$ cat src/rtl/mux16_scan_sequencer.sv
// rtl/mux16_scan_sequencer.sv - drives a 16:1 mux through a select scan and streams back the checked results
module mux16_scan_sequencer #(
  parameter int SETTLE = 1
) (
  input  logic        clk,
  input  logic        rst,
  input  logic        in_valid,
  output logic        in_ready,
  input  logic [15:0] in_data,
  input  logic [3:0]  in_first,
  input  logic [4:0]  in_count,
  output logic [15:0] mux_data,
  output logic [3:0]  mux_sel,
  input  logic        mux_result,
  output logic        out_valid,
  input  logic        out_ready,
  output logic        out_bit,
  output logic [3:0]  out_sel,
  output logic        out_last,
  output logic        done,
  output logic        err
);

  typedef enum logic [1:0] {
    S_IDLE   = 2'd0,
    S_SETTLE = 2'd1,
    S_OUTPUT = 2'd2
  } state_t;

  // Settle counter reload value; SETTLE is limited to 1..7 so three bits suffice.
  localparam logic [2:0] SETTLE_LOAD = 3'(SETTLE - 1);

  state_t      r_state;
  state_t      w_next_state;

  logic [15:0] r_mux_data;
  logic [3:0]  r_mux_sel;
  logic [4:0]  r_remaining;
  logic [2:0]  r_settle_cnt;
  logic        r_out_valid;
  logic        r_out_bit;
  logic [3:0]  r_out_sel;
  logic        r_out_last;
  logic        r_done;
  logic        r_err;

  logic        w_cmd_accept;
  logic        w_capture;
  logic        w_out_accept;
  logic [4:0]  w_eff_count;
  logic        w_expected_bit;

  assign in_ready       = (r_state == S_IDLE);
  assign w_cmd_accept   = in_valid && (r_state == S_IDLE);
  assign w_capture      = (r_state == S_SETTLE) && (r_settle_cnt == 3'd0);
  assign w_out_accept   = (r_state == S_OUTPUT) && r_out_valid && out_ready;
  // A count of 0 or anything above 16 means a full 16-bit scan.
  assign w_eff_count    = ((in_count == 5'd0) || (in_count > 5'd16)) ? 5'd16 : in_count;
  // Reference bit comes from the registered word/select the mux is actually seeing.
  assign w_expected_bit = r_mux_data[r_mux_sel];

  assign mux_data  = r_mux_data;
  assign mux_sel   = r_mux_sel;
  assign out_valid = r_out_valid;
  assign out_bit   = r_out_bit;
  assign out_sel   = r_out_sel;
  assign out_last  = r_out_last;
  assign done      = r_done;
  assign err       = r_err;

  // State register.
  always_ff @(posedge clk) begin
    if (rst) begin
      r_state <= S_IDLE;
    end else begin
      r_state <= w_next_state;
    end
  end

  // Next-state logic: accept a command, wait out the settle time, then hold the bit until taken.
  always_comb begin
    w_next_state = r_state;
    case (r_state)
      S_IDLE: begin
        if (w_cmd_accept) begin
          w_next_state = S_SETTLE;
        end
      end
      S_SETTLE: begin
        if (w_capture) begin
          w_next_state = S_OUTPUT;
        end
      end
      S_OUTPUT: begin
        if (w_out_accept) begin
          w_next_state = r_out_last ? S_IDLE : S_SETTLE;
        end
      end
      default: w_next_state = S_IDLE;
    endcase
  end

  // Datapath: mux drive registers, settle/remaining counters, output beat and check flags.
  always_ff @(posedge clk) begin
    if (rst) begin
      r_mux_data   <= 16'd0;
      r_mux_sel    <= 4'd0;
      r_remaining  <= 5'd0;
      r_settle_cnt <= 3'd0;
      r_out_valid  <= 1'b0;
      r_out_bit    <= 1'b0;
      r_out_sel    <= 4'd0;
      r_out_last   <= 1'b0;
      r_done       <= 1'b0;
      r_err        <= 1'b0;
    end else begin
      r_done <= 1'b0;

      if (w_cmd_accept) begin
        r_mux_data   <= in_data;
        r_mux_sel    <= in_first;
        r_remaining  <= w_eff_count;
        r_settle_cnt <= SETTLE_LOAD;
        r_err        <= 1'b0;
      end

      if (r_state == S_SETTLE) begin
        if (w_capture) begin
          r_out_bit   <= mux_result;
          r_out_sel   <= r_mux_sel;
          r_out_last  <= (r_remaining == 5'd1);
          r_out_valid <= 1'b1;
          if (mux_result != w_expected_bit) begin
            r_err <= 1'b1;
          end
        end else begin
          r_settle_cnt <= r_settle_cnt - 3'd1;
        end
      end

      if (w_out_accept) begin
        r_out_valid <= 1'b0;
        if (r_out_last) begin
          r_done <= 1'b1;
        end else begin
          r_mux_sel    <= r_mux_sel + 4'd1;
          r_remaining  <= r_remaining - 5'd1;
          r_settle_cnt <= SETTLE_LOAD;
        end
      end
    end
  end

endmodule
$ cat config.mk
export PLATFORM = sky130hd
export DESIGN_NAME = mux16_scan_sequencer
export DESIGN_NICKNAME = d
export VERILOG_FILES = /design/src/rtl/mux16_scan_sequencer.sv
export SDC_FILE = /design/constraint.sdc
export NUM_CORES = 1
export LEC_CHECK = 0
export CAP_MARGIN = 40
export CORE_MARGIN = 2
export CORE_UTILIZATION = 39
export DETAILED_ROUTE_END_ITERATION = 16
export GPL_ROUTABILITY_DRIVEN = 0
export GPL_TIMING_DRIVEN = 0
export MAX_ROUTING_LAYER = met4
export PLACE_DENSITY = 0.68
export SLEW_MARGIN = 30
export SYNTH_ARGS = -nofsm -noshare
export SYNTH_HDL_FRONTEND = slang
export SYNTH_SLANG_ARGS = --single-unit
$ cat constraint.sdc
create_clock -name clk -period 2.3 [get_ports clk]
set_input_delay 0.23 -clock clk [delete_from_list [all_inputs] [get_ports clk]]
set_output_delay 0.23 -clock clk [all_outputs]
set_load 0.02 [all_outputs]
==> results of run 1 <==
==> power groups by stage <==
| stage | clock network (W) | registers [W] | logic (W) |
|---|---|---|---|
| 6_report | 0.000521 | 0.000748 | 0.000351 |
| 5_1_grt | 0.000552 | 0.000755 | 0.000384 |
| 4_1_cts | 0.000529 | 0.000749 | 0.000354 |
| 3_5_place_dp | 0 | 0.000764 | 0.000352 |
| 3_3_place_gp | 0 | 0.000763 | 0.000350 |
| 2_1_floorplan | 0 | 0.000794 | 0.000157 |
==> cell usage after synthesis <==
library cell | n | area share [%]
nor4_1 | 1 | 0.33
ha_1 | 6 | 4.0
a311oi_1 | 1 | 0.47
o311ai_0 | 1 | 0.47
nor2_4 | 1 | 0.60
nor2_1 | 10 | 2.0
nand2b_1 | 2 | 0.67
a32oi_1 | 2 | 0.93
nand3b_1 | 1 | 0.40
clkbuf_1 | 6 | 1.2
and4_1 | 1 | 0.47
nand4_1 | 1 | 0.33
nor3b_1 | 2 | 0.80
nor3_1 | 8 | 2.1
buf_6 | 1 | 0.60
or3b_1 | 1 | 0.47
a22oi_1 | 1 | 0.40
nand2_1 | 50 | 10
inv_1 | 10 | 2.0
nor4b_1 | 1 | 0.47
buf_2 | 6 | 1.6
dfxtp_1 | 39 | 42
a31oi_1 | 1 | 0.33
o21ai_0 | 6 | 1.6
o2bb2ai_1 | 1 | 0.47
or4_1 | 2 | 0.80
a22oi_2 | 1 | 0.67
a221oi_1 | 1 | 0.47
nand4b_2 | 1 | 0.80
o211a_1 | 1 | 0.53
nor3b_2 | 1 | 0.67
and4b_1 | 1 | 0.53
buf_4 | 1 | 0.40
a211oi_1 | 5 | 2.0
nor2b_1 | 4 | 1.3
a31o_1 | 1 | 0.47
and3_1 | 2 | 0.67
o211ai_1 | 1 | 0.40
a21oi_1 | 33 | 8.8
xor2_1 | 1 | 0.47
nand2b_4 | 1 | 0.73
mux4_2 | 4 | 4.8
nand3_1 | 4 | 1.1
==> routing by layer <==
| layer | up-vias | track usage, % | part of all wire, % |
|---|---|---|---|
| met5 | - | - | 0 |
| met4 | 0 | 6.67 | 1.1 |
| met3 | 5 | 4.53 | 6.4 |
| met2 | 53 | 30.7 | 45 |
| met1 | 806 | 24.9 | 48 |
| li1 | 919 | - | - |
==> layout make-up <==
type                    count  area (um^2)  share of cell area, %
multi-input cells         162          986                   37.4
flip-flops and latches     39          781                   29.6
repair buffers             59          591                   22.4
clock buffers               7         96.3                   3.65
plain buffers              14         71.3                   2.70
well taps                  54         67.6                   2.56
inverters                  10         37.5                   1.42
clock inverters             1         7.51                  0.285
==> cell usage in the layout, fill, tap and decap left out, types with 4 or more instances in the layout <==
cell type and n:
clkbuf_1 6, nand3_1 4, nor3_1 8, mux4_2 4, nor2b_1 4, inv_1 10, buf_2 6, a211oi_1 5
o21ai_0 6, clkdlybuf4s50_1 59, clkbuf_8 7, nor2_1 10, ha_1 6, a21oi_1 33, dfxtp_1 39, nand2_1 50
==> worst min path at each step <==
| stage | startpoint | end | slack (ps) | cells past startpoint |
|---|---|---|---|---|
| after floorplan | in_data[0] | mux_data[0] | 370 | 2 |
| after CTS | out_bit | out_bit | 470 | 2 |
| after global placement | out_bit | out_bit | 450 | 2 |
| after global routing | in_data[14] | mux_data[14] | 490 | 3 |
| final | out_bit | out_bit | 460 | 2 |
| after detailed placement | out_bit | out_bit | 460 | 2 |
==> sequential cells by signal, summed over array words and instances, names as in the netlist <==
register,count
r_state,2
r_settle_cnt,3
done,1
out_sel,4
out_valid,1
r_remaining,5
out_bit,1
err,1
out_last,1
mux_sel,4
mux_data,16
==> logic make-up (layout without fill, tap and decap cells) <==
group / after synthesis / in the layout
AOI/OAI and AO/OA: 56 / 56
xor gates and xnor gates: 1 / 1
adders and majority gates: 6 / 6
buffers and inverters: 24 / 91
DFF: 39 / 39
muxes: 4 / 4
and+or+nand+nor: 95 / 95
==> critical path, delay by kind of cell <==
kind	cells	cell delay (ps)
and+or+nand+nor	2	740
adders and majority gates	1	320
AOI/OAI and AO/OA	2	270
buffers and inverters	1	410
==> through the flow <==
| step | util, % | area, um^2 | hold slack, ps |
|---|---|---|---|
| final | 56.2 | 2640 | 464 |
| after global routing | 56.2 | 2640 | 485 |
| after CTS | 56.2 | 2640 | 468 |
| after detailed placement | 54.0 | 2530 | 457 |
| after global placement | 54.0 | 2530 | 446 |
| after floorplan | - | 1880 | 366 |
==> metrics.cfg, run 1 <==
[outcome]
status=finished clean

[timing]
worstMarginPinSlew_ps=509
fin_setup_tns_ps=0
post-route-min-period_ps=1750
fin_ws_ps=551
final-max-slew-violation-count=0
finalSetupViolCount=0
relSlewSlack_pct=66.0
max_freq_mhz=572
hold_viol_final=0
finalCritPeriodShare_pct=76.0
finClkSkew_ps=3.21
grt_setup_unrepaired=no

[floorplanning]
dieArea_mm2=0.00538
start_util_pct=40.0
die-height_um=73.3
ios=60
dieWidth_um=73.3
rows=25
coreArea_mm2=0.00469

[yosys]
syn-cell-area_mm2=0.00188
ys_warn_count=0
synthMuxAreaShare_pct=4.80
synth_cell_types=43
postSynthRegisterBits=39
synth_fa_ha_area_share_pct=4.00
syn_inst=225
synth_top_family_by_area=simple AND/OR/NAND/NOR gates
synth-compound-area-share_pct=18.0
ys_seq_area_share_pct=41.6
synth.net_count=261
synth_simple_gate_area_share_pct=25.3
synth_xor_area_share_pct=0.467
synth_area_per_cell_um2=8.34

[clock_network]
postCtsSetupBuffers=0
cts_buffers=5
root_buffer=clkbuf_8
clockBufferDepth=2
clkSlewWorstSetupHoldPaths_ps=80
clk_latency_ps=290
cts_tree=yes
htree_levels=2
hold_buffers=0
cts_resized=0
clock_sinks=39

[worst_setup_path]
cp-startpoint=in_count[0]
critPathLaunchType=input port
critPathKind=in2reg
worstPathMaxFanout=3
reg2reg_from=mux_sel[2]
worst_setup_path_end_kind=register
crit_top_cell=a211oi_1
cp.required_ps=2510
ff2ff_setup_slack_ps=670
crit_path_max_incr_delay_ps=530
r2r-end=err
arrival_ps=1960
cp_cell_sequence=clkdlybuf4s50_1 > or4_1 > ha_1 > nor3b_1 > a211oi_1 > a211oi_1
rr_worst_depth=5
cp_slowest_cell=or4_1
endpoint=r_remaining[1]

[detailed_routing]
vias_per_cell=5.15
vias=1783
drtAntennaViolNets=0
drtPass1Iterations=6
drc_errors=0
wirelength_um=4790
first_iter_violations=128
routedWlPerCell_um=13.9

[power]
comb_power_share_pct=21.7
power_switching_share_pct=28.5
irDropWorstVdd_uv=321
p_int_w=0.00116
clockPowerShare_pct=32.2
pwr-share-seq_pct=46.2
p_sw_w=0.000461
power.total_w=0.00162
p_leak_nw=0.971
power_density_mw_per_mm2=614

[cells_and_area]
stdcell_count=346
drive_gt1_share_pct=8.56
area_delta_synth_final_pct=40.6
fill_cells=456
final_nets=327
n_antenna_cell=0

[global_route]
grt_start_max_net_pins=13
track_usage_pct=19.6
grt_pass1_wl_um=7830
grt-ovfl-total=0
grt_pass1_vias=1689
grt_antenna_before_repair=0

[place]
dp_hpwl_um=3500
port_buffers=59
place.detailed.instances=338
dp_slack_ps=221

[hold_path]
hold_path.class=reg2reg

[job]
drv_cap=0

(Power assumes the default switching activity.)
==> run 2, diff against run 1 <==
--- a/config.mk
+++ b/config.mk
@@ -12,7 +12,7 @@
 export GPL_ROUTABILITY_DRIVEN = 0
 export GPL_TIMING_DRIVEN = 0
 export MAX_ROUTING_LAYER = met4
-export PLACE_DENSITY = 0.68
+export PLACE_DENSITY = 0.71
 export SLEW_MARGIN = 30
 export SYNTH_ARGS = -nofsm -noshare
 export SYNTH_HDL_FRONTEND = slang
==> constraint.sdc (replaced) <==
create_clock -name clk -period 1.5 [get_ports clk]
set_input_delay 0.15 -clock clk [delete_from_list [all_inputs] [get_ports clk]]
set_output_delay 0.15 -clock clk [all_outputs]
set_load 0.02 [all_outputs]
==> metrics.cfg, run 2 (synthesized netlist as in run 1, its figures left out) <==
[worst_setup_path]
cp_cell_sequence=buf_8 > mux4_2 > a22oi_2 > a31o_1 > nand3_1
critPathLaunchType=register
cp_slowest_cell=mux4_2
crit_path_max_incr_delay_ps=510
critPathKind=reg2reg
ff2ff_setup_slack_ps=-20
cp.required_ps=1660
worstPathMaxFanout=5
worst_setup_path_end_kind=register
arrival_ps=1680

[clock_network]
clk_latency_ps=290
root_buffer=clkbuf_8
hold_buffers=0
clockBufferDepth=2
clock_sinks=39
htree_levels=2
cts_tree=yes
clkSlewWorstSetupHoldPaths_ps=70
cts_buffers=5

[cells_and_area]
stdcell_count=353
layout_commonest_cell=nand2_1
n_antenna_cell=0
mostFrequentLayoutCells=50 x nand2_1, 49 x clkdlybuf4s50_1, 37 x dfxtp_1
area_delta_synth_final_pct=48.4
design_area_mm2=0.00278
largest_register_ffs=16
drive_gt1_share_pct=15.1
final_nets=334
post-route-util_pct=59.3

[outcome]
status=complete, but fails checks
violations=negative setup slack

[timing]
finClkSkew_ps=5.38
finalSetupViolCount=1
worstMarginPinSlew_ps=501
grt_setup_unrepaired=yes
whs_ps=200
finalCritPeriodShare_pct=101
max_freq_mhz=657
fin_ws_ps=-22.4
post-route-min-period_ps=1520
hold_viol_final=0
relSlewSlack_pct=66.6
final-max-slew-violation-count=0

[detailed_routing]
drtPass1Iterations=4
routedWlPerCell_um=13.7
drtAntennaViolNets=0
vias=1817
wirelength_um=4850
first_iter_violations=155
vias_per_cell=5.15
drc_errors=0

[hold_path]
hold_path.class=in2reg

[floorplanning]
coreArea_mm2=0.00469
die-height_um=73.3
rows=25
dieWidth_um=73.3
ios=60
start_util_pct=40.0
dieArea_mm2=0.00538

[global_route]
grt_pass1_wl_um=7780
grt_start_max_net_pins=12
grt_pass1_vias=1647
grt-ovfl-total=0
grt_antenna_before_repair=0
track_usage_pct=19.3

[place]
place_area_mm2=0.00254
port_buffers=59
dp_slack_ps=-515
dp_hpwl_um=3480
place.detailed.instances=338

[power]
p_leak_nw=1.11
power_density_mw_per_mm2=896
irDropWorstVdd_uv=560

[job]
drv_cap=0

-- run 2: worst paths after layout --
path | cells past startpoint | from | to
worst min register to register | 2 | out_sel[1] | out_sel[1]
worst max-delay path | 5 | mux_sel[0] | err
worst min-delay path | 3 | in_count[3] | r_remaining[3]
worst max register to register | 5 | mux_sel[0] | err
-- run 2: final cells by class --
| cell class | count | area, um^2 |
|---|---|---|
| Multi-Input combinational cell | 162 | 1050 |
| Tap cell | 54 | 67.6 |
| Buffer | 14 | 100 |
| Clock buffer | 8 | 100 |
| Inverter | 10 | 37.5 |
| Fill cell | 424 | 1910 |
| Timing Repair Buffer | 66 | 646 |
| Sequential cell | 39 | 786 |
-- run 2: stage by stage --
step           setup TNS (ps)  power, W
2_1_floorplan           -29.6   0.00146
3_3_place_gp            -8250   0.00170
3_5_place_dp            -8870   0.00171
4_1_cts                 -60.8   0.00248
5_1_grt                  -117   0.00262
6_report                -22.4   0.00249
-- run 2: power breakdown --
part | total, W | switching (W) | internal, W
Clock | 0.000762 | 0.000343 | 0.000419
Combinational | 0.000583 | 0.000289 | 0.000293
Sequential | 0.00115 | 0.0000526 | 0.00110
-- run 2: layer usage --
metal,vias up,global-route usage (%),wire length (um)
li1,937,-,-
met1,825,25.1,2240
met2,53,30.0,2280
met3,2,5.62,316
met4,0,3.64,20
met5,-,-,0
-- run 2: worst max-delay path, delay by kind of cell, from the launching register on --
family	cells	cell delay, ps
buffers and inverters	1	120
muxes	1	510
AOI/OAI and AO/OA	2	350
and+or+nand+nor	1	70
DFF	1	350
-- run 2: repair_timing --
action                                  in CTS  in global routing
pin swaps                                    9                  6
setup buffers                                4                  3
gates cloned                                 0                  0
resized for setup                           14                 24
endpoints found under the setup margin      20                 31
